$ cat src/rtl/cpu_types_pkg.sv
// ============================================================================
//  Module   : cpu_types_pkg
//  Brief    : Shared types and constants for the 5-stage pipeline control path.
//  Revision : 1.0
// ============================================================================
`default_nettype none

package cpu_types_pkg;

    localparam logic [4:0] REG_ZERO = 5'd0;

    typedef enum logic [1:0] {
        RUN   = 2'd0,
        DWAIT = 2'd1,
        HALT  = 2'd2
    } hzc_state_t;

    typedef struct packed {
        logic pc_en;
        logic ifid_en;
        logic idex_en;
        logic exmem_en;
        logic memwb_en;
        logic ifid_flush;
        logic idex_flush;
        logic exmem_flush;
    } pipe_ctrl_t;

    localparam pipe_ctrl_t C_CTRL_HOLD     = pipe_ctrl_t'(8'b0000_0000);
    localparam pipe_ctrl_t C_CTRL_RUN      = pipe_ctrl_t'(8'b1111_1000);
    localparam pipe_ctrl_t C_CTRL_REDIRECT = pipe_ctrl_t'(8'b1111_1111);
    // Load-use bubble: freeze PC and IF/ID, squash the ID instruction into EX.
    localparam pipe_ctrl_t C_CTRL_BUBBLE   = pipe_ctrl_t'(8'b0011_1010);

    // A flush only takes effect through its register's enable; drop any
    // flush whose enable is low so the pair can never disagree.
    function automatic pipe_ctrl_t gate_flushes(input pipe_ctrl_t c);
        pipe_ctrl_t r;
        r             = c;
        r.ifid_flush  = c.ifid_flush  & c.ifid_en;
        r.idex_flush  = c.idex_flush  & c.idex_en;
        r.exmem_flush = c.exmem_flush & c.exmem_en;
        return r;
    endfunction

endpackage

`default_nettype wire

$ cat src/rtl/pipeline_control_if.sv
// ============================================================================
//  Module   : pipeline_control_if
//  Brief    : Pipeline-register enables and flushes from the hazard controller.
//  Revision : 1.0
// ============================================================================
`default_nettype none

interface pipeline_control_if;

    logic pc_en;
    logic ifid_en;
    logic idex_en;
    logic exmem_en;
    logic memwb_en;
    logic ifid_flush;
    logic idex_flush;
    logic exmem_flush;

    modport master (
        output pc_en, ifid_en, idex_en, exmem_en, memwb_en,
        output ifid_flush, idex_flush, exmem_flush
    );

    modport slave (
        input pc_en, ifid_en, idex_en, exmem_en, memwb_en,
        input ifid_flush, idex_flush, exmem_flush
    );

endinterface

`default_nettype wire

$ cat src/rtl/sat_counter.sv
// ============================================================================
//  Module   : sat_counter
//  Brief    : W-bit event counter that sticks at all-ones instead of wrapping.
//  Revision : 1.0
// ============================================================================
`default_nettype none

module sat_counter #(
    parameter int W = 16
) (
    input  wire logic         CLK,
    input  wire logic         RST,
    input  wire logic         inc,
    output logic [W-1:0]      count
);

    logic [W-1:0] r_count;
    logic         w_at_max;

    assign w_at_max = &r_count;

    always_ff @(posedge CLK or posedge RST) begin
        if (RST) begin
            r_count <= '0;
        end else if (inc && !w_at_max) begin
            r_count <= r_count + 1'b1;
        end
    end

    assign count = r_count;

endmodule

`default_nettype wire

$ cat src/rtl/pipeline_hazard_controller.sv
// ============================================================================
//  Module   : pipeline_hazard_controller
//  Brief    : Stall/flush sequencing for the 5-stage MIPS pipeline, with
//             saturating stall and redirect performance counters.
//  Revision : 1.0
// ============================================================================
`default_nettype none

module pipeline_hazard_controller
    import cpu_types_pkg::*;
#(
    parameter int CNT_W = 16
) (
    input  wire logic             CLK,
    input  wire logic             RST,
    input  wire logic             ihit,
    input  wire logic             dhit,
    input  wire logic             dmem_req_mem,
    input  wire logic             memread_ex,
    input  wire logic [4:0]       wsel_ex,
    input  wire logic [4:0]       rs_id,
    input  wire logic [4:0]       rt_id,
    input  wire logic             use_rt_id,
    input  wire logic             branch_taken_mem,
    input  wire logic             halt_wb,
    pipeline_control_if.master    ctrl,
    output logic                  halted,
    output logic [CNT_W-1:0]      stall_cnt,
    output logic [CNT_W-1:0]      flush_cnt
);

    hzc_state_t r_state;
    hzc_state_t w_state_next;
    logic       r_halted;

    logic       w_dok;
    logic       w_lu;
    logic       w_advance;
    pipe_ctrl_t w_tail_ctrl;
    pipe_ctrl_t w_ctrl;
    logic       w_redirect;
    logic       w_halt_entry;
    logic       w_stall_inc;

    assign w_dok     = !dmem_req_mem || dhit;
    assign w_lu      = memread_ex && (wsel_ex != REG_ZERO) &&
                       ((wsel_ex == rs_id) || (use_rt_id && (wsel_ex == rt_id)));
    assign w_advance = ihit && w_dok;

    // Lower half of the priority list, shared by RUN and the DWAIT exit.
    // A redirect squashes the ID instruction, so load-use is moot then.
    always_comb begin
        w_tail_ctrl = C_CTRL_RUN;
        if (branch_taken_mem) begin
            w_tail_ctrl = C_CTRL_REDIRECT;
        end else if (w_lu) begin
            w_tail_ctrl = C_CTRL_BUBBLE;
        end
    end

    always_ff @(posedge CLK or posedge RST) begin
        if (RST) begin
            r_state  <= RUN;
            r_halted <= 1'b0;
        end else begin
            r_state <= w_state_next;
            if (w_halt_entry) begin
                r_halted <= 1'b1;
            end
        end
    end

    always_comb begin
        w_state_next = r_state;
        w_ctrl       = C_CTRL_HOLD;
        w_redirect   = 1'b0;
        w_halt_entry = 1'b0;
        case (r_state)
            RUN: begin
                if (halt_wb) begin
                    w_state_next = HALT;
                    w_halt_entry = 1'b1;
                end else if (!w_dok) begin
                    w_state_next = DWAIT;
                end else if (w_advance) begin
                    w_ctrl     = w_tail_ctrl;
                    w_redirect = branch_taken_mem;
                end
            end
            DWAIT: begin
                // With ihit low, go back to RUN idle and let it wait for fetch.
                if (dhit) begin
                    w_state_next = RUN;
                    if (ihit) begin
                        w_ctrl     = w_tail_ctrl;
                        w_redirect = branch_taken_mem;
                    end
                end
            end
            HALT: begin
                w_state_next = HALT;
            end
            default: begin
                w_state_next = RUN;
            end
        endcase
        if (RST) begin
            w_ctrl     = C_CTRL_HOLD;
            w_redirect = 1'b0;
        end
        w_ctrl = gate_flushes(w_ctrl);
    end

    assign w_stall_inc = ((r_state == RUN) || (r_state == DWAIT)) &&
                         !w_ctrl.pc_en && !w_halt_entry;

    sat_counter #(
        .W (CNT_W)
    ) u_stall_cnt (
        .CLK   (CLK),
        .RST   (RST),
        .inc   (w_stall_inc),
        .count (stall_cnt)
    );

    sat_counter #(
        .W (CNT_W)
    ) u_flush_cnt (
        .CLK   (CLK),
        .RST   (RST),
        .inc   (w_redirect),
        .count (flush_cnt)
    );

    assign ctrl.pc_en       = w_ctrl.pc_en;
    assign ctrl.ifid_en     = w_ctrl.ifid_en;
    assign ctrl.idex_en     = w_ctrl.idex_en;
    assign ctrl.exmem_en    = w_ctrl.exmem_en;
    assign ctrl.memwb_en    = w_ctrl.memwb_en;
    assign ctrl.ifid_flush  = w_ctrl.ifid_flush;
    assign ctrl.idex_flush  = w_ctrl.idex_flush;
    assign ctrl.exmem_flush = w_ctrl.exmem_flush;

    assign halted = r_halted;

endmodule

`default_nettype wire

$ cat src/flat_wrapper.sv
// flat-port wrapper written by rule: the top's interface ports become plain ports
module pipeline_hazard_controller_flat import cpu_types_pkg::*;
#(
    parameter int CNT_W = 16
)
  (CLK, RST, ihit, dhit, dmem_req_mem, memread_ex, wsel_ex, rs_id, rt_id, use_rt_id, branch_taken_mem, halt_wb, halted, stall_cnt, flush_cnt, ctrl_pc_en, ctrl_ifid_en, ctrl_idex_en, ctrl_exmem_en, ctrl_memwb_en, ctrl_ifid_flush, ctrl_idex_flush, ctrl_exmem_flush);
  pipeline_control_if ctrl_i ();
  input  wire logic CLK;
  input  wire logic RST;
  input  wire logic ihit;
  input  wire logic dhit;
  input  wire logic dmem_req_mem;
  input  wire logic memread_ex;
  input  wire logic [4:0] wsel_ex;
  input  wire logic [4:0] rs_id;
  input  wire logic [4:0] rt_id;
  input  wire logic use_rt_id;
  input  wire logic branch_taken_mem;
  input  wire logic halt_wb;
  output logic halted;
  output logic [CNT_W-1:0] stall_cnt;
  output logic [CNT_W-1:0] flush_cnt;
  output wire logic [$bits(ctrl_i.pc_en)-1:0] ctrl_pc_en;
  output wire logic [$bits(ctrl_i.ifid_en)-1:0] ctrl_ifid_en;
  output wire logic [$bits(ctrl_i.idex_en)-1:0] ctrl_idex_en;
  output wire logic [$bits(ctrl_i.exmem_en)-1:0] ctrl_exmem_en;
  output wire logic [$bits(ctrl_i.memwb_en)-1:0] ctrl_memwb_en;
  output wire logic [$bits(ctrl_i.ifid_flush)-1:0] ctrl_ifid_flush;
  output wire logic [$bits(ctrl_i.idex_flush)-1:0] ctrl_idex_flush;
  output wire logic [$bits(ctrl_i.exmem_flush)-1:0] ctrl_exmem_flush;
  assign ctrl_pc_en = ctrl_i.pc_en;
  assign ctrl_ifid_en = ctrl_i.ifid_en;
  assign ctrl_idex_en = ctrl_i.idex_en;
  assign ctrl_exmem_en = ctrl_i.exmem_en;
  assign ctrl_memwb_en = ctrl_i.memwb_en;
  assign ctrl_ifid_flush = ctrl_i.ifid_flush;
  assign ctrl_idex_flush = ctrl_i.idex_flush;
  assign ctrl_exmem_flush = ctrl_i.exmem_flush;
  pipeline_hazard_controller #(.CNT_W(CNT_W)) u_core (.CLK(CLK), .RST(RST), .ihit(ihit), .dhit(dhit), .dmem_req_mem(dmem_req_mem), .memread_ex(memread_ex), .wsel_ex(wsel_ex), .rs_id(rs_id), .rt_id(rt_id), .use_rt_id(use_rt_id), .branch_taken_mem(branch_taken_mem), .halt_wb(halt_wb), .ctrl(ctrl_i), .halted(halted), .stall_cnt(stall_cnt), .flush_cnt(flush_cnt));
endmodule
$ cat config.mk
export PLATFORM = sky130hd
export DESIGN_NAME = pipeline_hazard_controller_flat
export DESIGN_NICKNAME = d
export VERILOG_FILES = /design/src/rtl/cpu_types_pkg.sv /design/src/rtl/pipeline_control_if.sv /design/src/rtl/sat_counter.sv /design/src/rtl/pipeline_hazard_controller.sv /design/src/flat_wrapper.sv
export SDC_FILE = /design/constraint.sdc
export NUM_CORES = 1
export LEC_CHECK = 0
export ABC_AREA = 1
export CAP_MARGIN = 5
export CORE_ASPECT_RATIO = 1.75
export CORE_MARGIN = 2
export CORE_UTILIZATION = 43
export DETAILED_ROUTE_END_ITERATION = 10
export GPL_TIMING_DRIVEN = 0
export MAX_ROUTING_LAYER = met4
export PLACE_DENSITY = 0.81
export SLEW_MARGIN = 20
export SYNTH_ARGS = -nofsm -noshare
export SYNTH_HDL_FRONTEND = slang
export SYNTH_SLANG_ARGS = --single-unit
$ cat constraint.sdc
create_clock -name CLK -period 3.35 [get_ports CLK]
set_input_delay 0.67 -clock CLK [delete_from_list [all_inputs] [get_ports CLK]]
set_output_delay 0.67 -clock CLK [all_outputs]
set_load 0.03 [all_outputs]
==> run_results.csv, run 1 <==
group,metric,value,unit
detailed_routing,wire_per_inst,13.2,um
final_layout,utilization,60.8,%
timing,fin_crit_sh,95.8,%
worst_setup_path,endpoint_kind,"output port",
detailed_routing,routed-via-count,2273,
detailed_routing,drt_iter0_drc,92,
clock_tree,worstSkewPairLatency,0.29,ns
clock_tree,cts.clk_slew.worst_paths,0.07,ns
worst_setup_path,worstPathCellList,"clkdlybuf4s50_1 > inv_4 > buf_12 > nand3_1 > inv_1 > nand2_1 > inv_2 > clkdlybuf4s50_1",
placed_design,place_congestion,0.929,
global_routing,grt_antenna_before_repair,0,
detailed_routing,postRouteWirelength,5.81,mm
synthesis,synthCells,309,
detailed_routing,antenna_left,0,
power,p_leak,1.63,nW
timing,tightest_slew,0.464,ns
die,num_io_pins,65,
die,start_util,44.1,%
timing,rsz0062_at_grt,"no",
die,core_area,5260,um^2
final_layout,drive_above_1_share,11.5,%
final_layout,syn2layout_area_growth,37.8,%
global_routing,grt_pass1_wl,9.49,mm
timing,period_needed,3.21,ns
placed_design,portBuffers,64,
global_routing,grt_max_degree,27,
timing,hold_violations,0,
final_layout,design_area,3200,um^2
detailed_routing,viasPerCell,5.18,
clock_tree,h-tree-depth,2,
timing,setup_tns,0,ns
detailed_routing,drt-pass1-iter-count,5,
power,power.density,498,nW/um^2
detailed_routing,drcViolationCount,0,
synthesis,netlist_area,2320,um^2
final_layout,fin_nets,409,
hold_path,hold_class,"register to register",
worst_setup_path,cp_slowest_stage_delay,0.67,ns
synthesis,ys_ff_latch,35,
worst_setup_path,critPathKind,"input port to output port",
synthesis,ys_warn_count,0,
final_layout,diodes,0,
run,max_cap_viol_count,0,
timing,setup_viol,0,
placed_design,place_inst,429,
global_routing,overflow,0,
worst_setup_path,cpMostUsedCell,"clkdlybuf4s50_1",
final_layout,final_cell_count_no_fill,439,
power,total_power,0.00159,W
timing,maxSlewHeadroom,69.1,%
worst_setup_path,slowest_stage,"clkdlybuf4s50_1",
die,die_h,101,um
power,pwr-share-clk,24.4,%
clock_tree,ctsRootBufferMaster,"clkbuf_8",
clock_tree,cts_tree,"done",
global_routing,grt_usage,21.1,%
power,swShare,39.5,%
power,max-vdd-ir-drop,320,uV
clock_tree,cts_hold_buf,0,
worst_setup_path,startpoint_type,"input port",
die,die_x,59.5,um
power,p_comb_share,39.3,%
timing,skew,0.00716,ns
timing,max_freq,311,MHz
synthesis,synth_fp_nets,335,
run_status,outcome,"finished clean",
clock_tree,cts_made_buffers,5,
worst_setup_path,path_max_fanout,13,
power,switchingPower,0.000628,W
clock_tree,cts_num_sinks,35,
timing,maxSlewViolCount,0,
synthesis,synth_cell_types,30,
worst_setup_path,cp.arrival,2.54,ns
clock_tree,cts_buffer_depth,2,
global_routing,grt_pass1_vias,2201,
synthesis,synth-seq-area-share,37.8,%
worst_setup_path,crit_required,2.68,ns
placed_design,dpl.hpwl,4.54,mm
power,seq_power_share,36.3,%
die,die_area,6020,um^2
synthesis,syn_avg_cell_area,7.51,um^2
power,internal_power,0.000963,W
placed_design,place_area,3050,um^2
die,rows,35,
==> repair_timing <==
action,4_1_cts,5_1_grt
endpoints found under the hold margin,0,0
pin swaps,0,1
setup endpoints to repair,7,5
cloned,0,1
setup buffers,0,1
gates resized for setup,11,2
==> cell families (layout without fill, tap and decap cells) <==
logic type,Yosys count,count (layout),synth area share (%)
and+or+nand+nor,181,181,37.9
xor gates and xnor gates,28,28,10.6
adders and majority gates,2,2,1.08
DFF,35,35,37.8
AOI/OAI and AO/OA,12,12,3.34
buffers and inverters,51,126,9.39
==> per-layer routing <==
layer	track usage (%)	vias up	part of all wire (%)
met5	-	-	0
met3	3.07	24	2.9
met4	10.1	0	4.4
li1	-	1135	-
met2	37.4	57	55
met1	22.1	1057	38
==> per-stage QoR <==
stage | worst slack, ns | hold slack [ns]
floorplan | 0.0713 | 0.447
global placement | -1.12 | 0.461
detailed placement | -0.472 | 0.463
CTS | 0.0238 | 0.485
global route | 0.0135 | 0.513
finish | 0.140 | 0.478
==> cell type report <==
class	instances	area (um^2)
Tap cell	55	68.8
Inverter	43	164
Buffer	8	56.3
Sequential cell	35	876
Clock inverter	3	43.8
Clock buffer	5	68.8
Fill cell	474	2060
Timing Repair Buffer	67	693
Multi-Input combinational cell	223	1230
==> Yosys cell counts (all sizes together) <==
master / number / share of area, %
buf: 6 / 2.1
clkbuf: 2 / 0.32
clkinv: 1 / 0.16
dfrtp: 35 / 38
ha: 2 / 1.1
inv: 42 / 6.8
nand2: 101 / 17
nand3: 13 / 3.3
nand3b: 3 / 0.97
nand4: 27 / 7.8
nor2: 26 / 6.0
nor3: 9 / 2.4
nor4: 1 / 0.27
o21ai: 11 / 2.5
o21bai: 1 / 0.81
or2: 1 / 0.27
xnor2: 12 / 4.5
xor2: 16 / 6.0
==> worst max-delay path: cells and delay by family <==
family / cells / cell delay (ns)
buffers and inverters: 6 / 1.68
and+or+nand+nor: 2 / 0.19
==> path summary, 6_finish.rpt <==
path | slack, ns | end | startpoint | cells past startpoint
min in group asynchronous | 0.64 | u_core.u_flush_cnt.count[6] | RST | 2
worst min register to register | 0.48 | u_core.halted | u_core.halted | 1
worst max-delay path | 0.14 | ctrl_exmem_en | RST | 8
max in group asynchronous | 2.36 | u_core.u_stall_cnt.count[12] | RST | 3
worst max register to register | 1.53 | u_core.u_stall_cnt.count[8] | u_core.u_stall_cnt.count[0] | 7
worst min-delay path | 0.48 | u_core.halted | u_core.halted | 1
==> power by group through the flow <==
stage	Combinational (W)	Sequential, W	Clock [W]
2_1_floorplan	0.000284	0.000682	0
3_3_place_gp	0.000611	0.000583	0
3_5_place_dp	0.000627	0.000584	0
4_1_cts	0.000628	0.000577	0.000394
5_1_grt	0.000686	0.000588	0.000413
6_report	0.000625	0.000578	0.000388
==> cell usage in the layout, fill, tap and decap left out, drive strengths merged <==
cell / instances
buf: 9
bufinv: 1
clkbuf: 8
clkdlybuf4s15: 1
clkdlybuf4s50: 57
clkinv: 3
dfrtp: 35
dlygate4sd2: 3
dlymetal6s2s: 2
ha: 2
inv: 42
nand2: 101
nand3: 13
nand3b: 3
nand4: 27
nor2: 26
nor3: 9
nor4: 1
o21ai: 11
o21bai: 1
or2: 1
xnor2: 12
xor2: 16
==> sequential cells by signal, indices dropped and copies added, names as in the netlist <==
signal                    cells
u_core.u_stall_cnt.count     16
u_core.u_flush_cnt.count     16
u_core.halted                 1
u_core.r_state                2
Power figures use the tool's default switching activity.
==> inputs of run 2 (changes only) <==
GPL_TIMING_DRIVEN = default   (was 0)
SETUP_SLACK_MARGIN = 0.1   (was default)
==> run 2 against run 1 <==
Register-to-register slack lost 0.25 ns. Clock skew grew 0.0019 ns. Via count shrank 1.8%. Non-clock buffer count shrank 7. Hold slack lost 0.0019 ns. Critical path depth is the same. Clock power is essentially flat. Sequential cell count is the same. First-iteration DRC count shrank 1.1%. Sequential share of layout area grew 0.65 points. Final cell count shrank 1.6%.
==> run_results.csv, run 2 (synthesis results as in run 1) <==
group,metric,value,unit
timing,fin_crit_sh,91.1,%
timing,tightest_slew,0.468,ns
final_layout,syn2layout_area_growth,34.6,%
clock_tree,cts.clk_slew.worst_paths,0.07,ns
final_layout,final_cell_mix,"nand2_1 (99), clkdlybuf4s50_1 (61), dfrtp_1 (35)",
final_layout,utilization,59.4,%
timing,setup_tns,0,ns
worst_setup_path,cp.arrival,2.38,ns
timing,period_needed,3.05,ns
global_routing,grt_max_degree,36,
die,die_x,59.5,um
clock_tree,cts_buffer_depth,2,
placed_design,portBuffers,64,
placed_design,place_congestion,0.890,
detailed_routing,postRouteWirelength,5.73,mm
global_routing,grt_pass1_wl,9.67,mm
timing,skew,0.00902,ns
timing,maxSlewHeadroom,68.8,%
worst_setup_path,endpoint_kind,"output port",
clock_tree,cts_made_buffers,5,
clock_tree,h-tree-depth,2,
detailed_routing,viasPerCell,5.17,
die,rows,35,
worst_setup_path,crit_required,2.68,ns
final_layout,final_common_cell,"nand2_1",
clock_tree,cts_tree,"done",
timing,rsz0062_at_grt,"no",
timing,max_freq,328,MHz
detailed_routing,drcViolationCount,0,
global_routing,grt_antenna_before_repair,0,
die,start_util,44.1,%
worst_setup_path,critPathKind,"input port to output port",
timing,setup_slack,0.299,ns
hold_path,hold_class,"register to register",
die,core_area,5260,um^2
clock_tree,cts_num_sinks,35,
final_layout,diodes,0,
detailed_routing,routed-via-count,2232,
run,max_cap_viol_count,0,
detailed_routing,antenna_left,0,
timing,whs,0.476,ns
timing,maxSlewViolCount,0,
final_layout,fin_nets,402,
power,p_leak,1.57,nW
worst_setup_path,path_max_fanout,4,
clock_tree,postCtsSetupRepairBufs,0,
power,power.density,507,nW/um^2
global_routing,overflow,0,
timing,setup_viol,0,
detailed_routing,drt_iter0_drc,91,
run_status,outcome,"finished clean",
global_routing,grt_usage,21.5,%
die,die_h,101,um
clock_tree,cts_hold_buf,0,
placed_design,pre_cts_ws,0.0852,ns
global_routing,grt_pass1_vias,2191,
die,die_area,6020,um^2
timing,hold_violations,0,
placed_design,dpl.hpwl,4.42,mm
power,max-vdd-ir-drop,343,uV
clock_tree,ctsRootBufferMaster,"clkbuf_8",
worst_setup_path,startpoint_type,"input port",
final_layout,drive_above_1_share,9.81,%
clock_tree,worstSkewPairLatency,0.30,ns
detailed_routing,drt-pass1-iter-count,4,
die,num_io_pins,65,
detailed_routing,wire_per_inst,13.3,um
==> run 2: cell types whose count changed in the layout (fill, tap and decap cells not counted), sizes merged <==
| cell | before | now |
|---|---|---|
| buf | 9 | 4 |
| clkdlybuf4s50 | 57 | 61 |
| clkbuf | 8 | 5 |
| dlygate4sd2 | 3 | 1 |
| clkdlybuf4s15 | 1 | 0 |
| clkinvlp | 0 | 1 |
| inv | 42 | 41 |
==> run 2: routing by layer <==
layer,global-route usage (%),part of all wire [%],vias up
met5,-,0,-
met4,11.5,4.0,0
met3,4.09,4.1,18
met2,37.0,55,61
met1,22.6,37,1037
li1,-,-,1116
==> run 2: timing repair <==
| action | 4_1_cts | 5_1_grt |
|---|---|---|
| cloned | 0 | 0 |
| endpoints found under the setup margin | 1 | 2 |
| gates resized for setup | 1 | 2 |
==> run 2: where the power goes <==
part / internal [W] / total [W] / switching, W
combinational: 0.000240 / 0.000618 / 0.000378
clock: 0.000222 / 0.000387 / 0.000166
sequential: 0.000493 / 0.000579 / 0.0000863
total: 0.000954 / 0.00158 / 0.000630
==> run 2: path summary, 6_finish.rpt <==
kind	to	start	cells past startpoint	slack (ns)
worst min register to register	u_core.halted	u_core.halted	1	0.48
max in group asynchronous	u_core.u_flush_cnt.count[15]	RST	3	2.13
worst max-delay path	ctrl_idex_en	dhit	8	0.30
worst min-delay path	u_core.halted	u_core.halted	1	0.48
worst max register to register	u_core.u_stall_cnt.count[14]	u_core.u_stall_cnt.count[0]	7	1.28
min in group asynchronous	u_core.u_flush_cnt.count[7]	RST	3	0.88
==> run 2: cell type report <==
type / count / area, um^2
clock inverters: 3 / 43.8
fillers: 493 / 2130
flip-flops and latches: 35 / 876
repair buffers: 68 / 674
inverters: 43 / 165
clock buffers: 5 / 68.8
well taps: 55 / 68.8
multi-input cells: 223 / 1230
==> run 2: worst max-delay path: stages <==
cell and delay (ns):
clkdlybuf4s50_1 0.48, clkinv_1 0.10, nand2_1 0.07, nand2_1 0.07, o21ai_2 0.10, nand2_1 0.12
inv_2 0.10, clkdlybuf4s50_1 0.67
==> run 2: stage by stage <==
| stage | total power, W | std cells | cell area (um^2) |
|---|---|---|---|
| after global placement | 0.00119 | 424 | 3010 |
| after floorplan | 0.000966 | 309 | 2320 |
| final | 0.00158 | 432 | 3120 |
| after CTS | 0.00160 | 432 | 3120 |
| after detailed placement | 0.00120 | 424 | 3010 |
| after global routing | 0.00167 | 432 | 3120 |
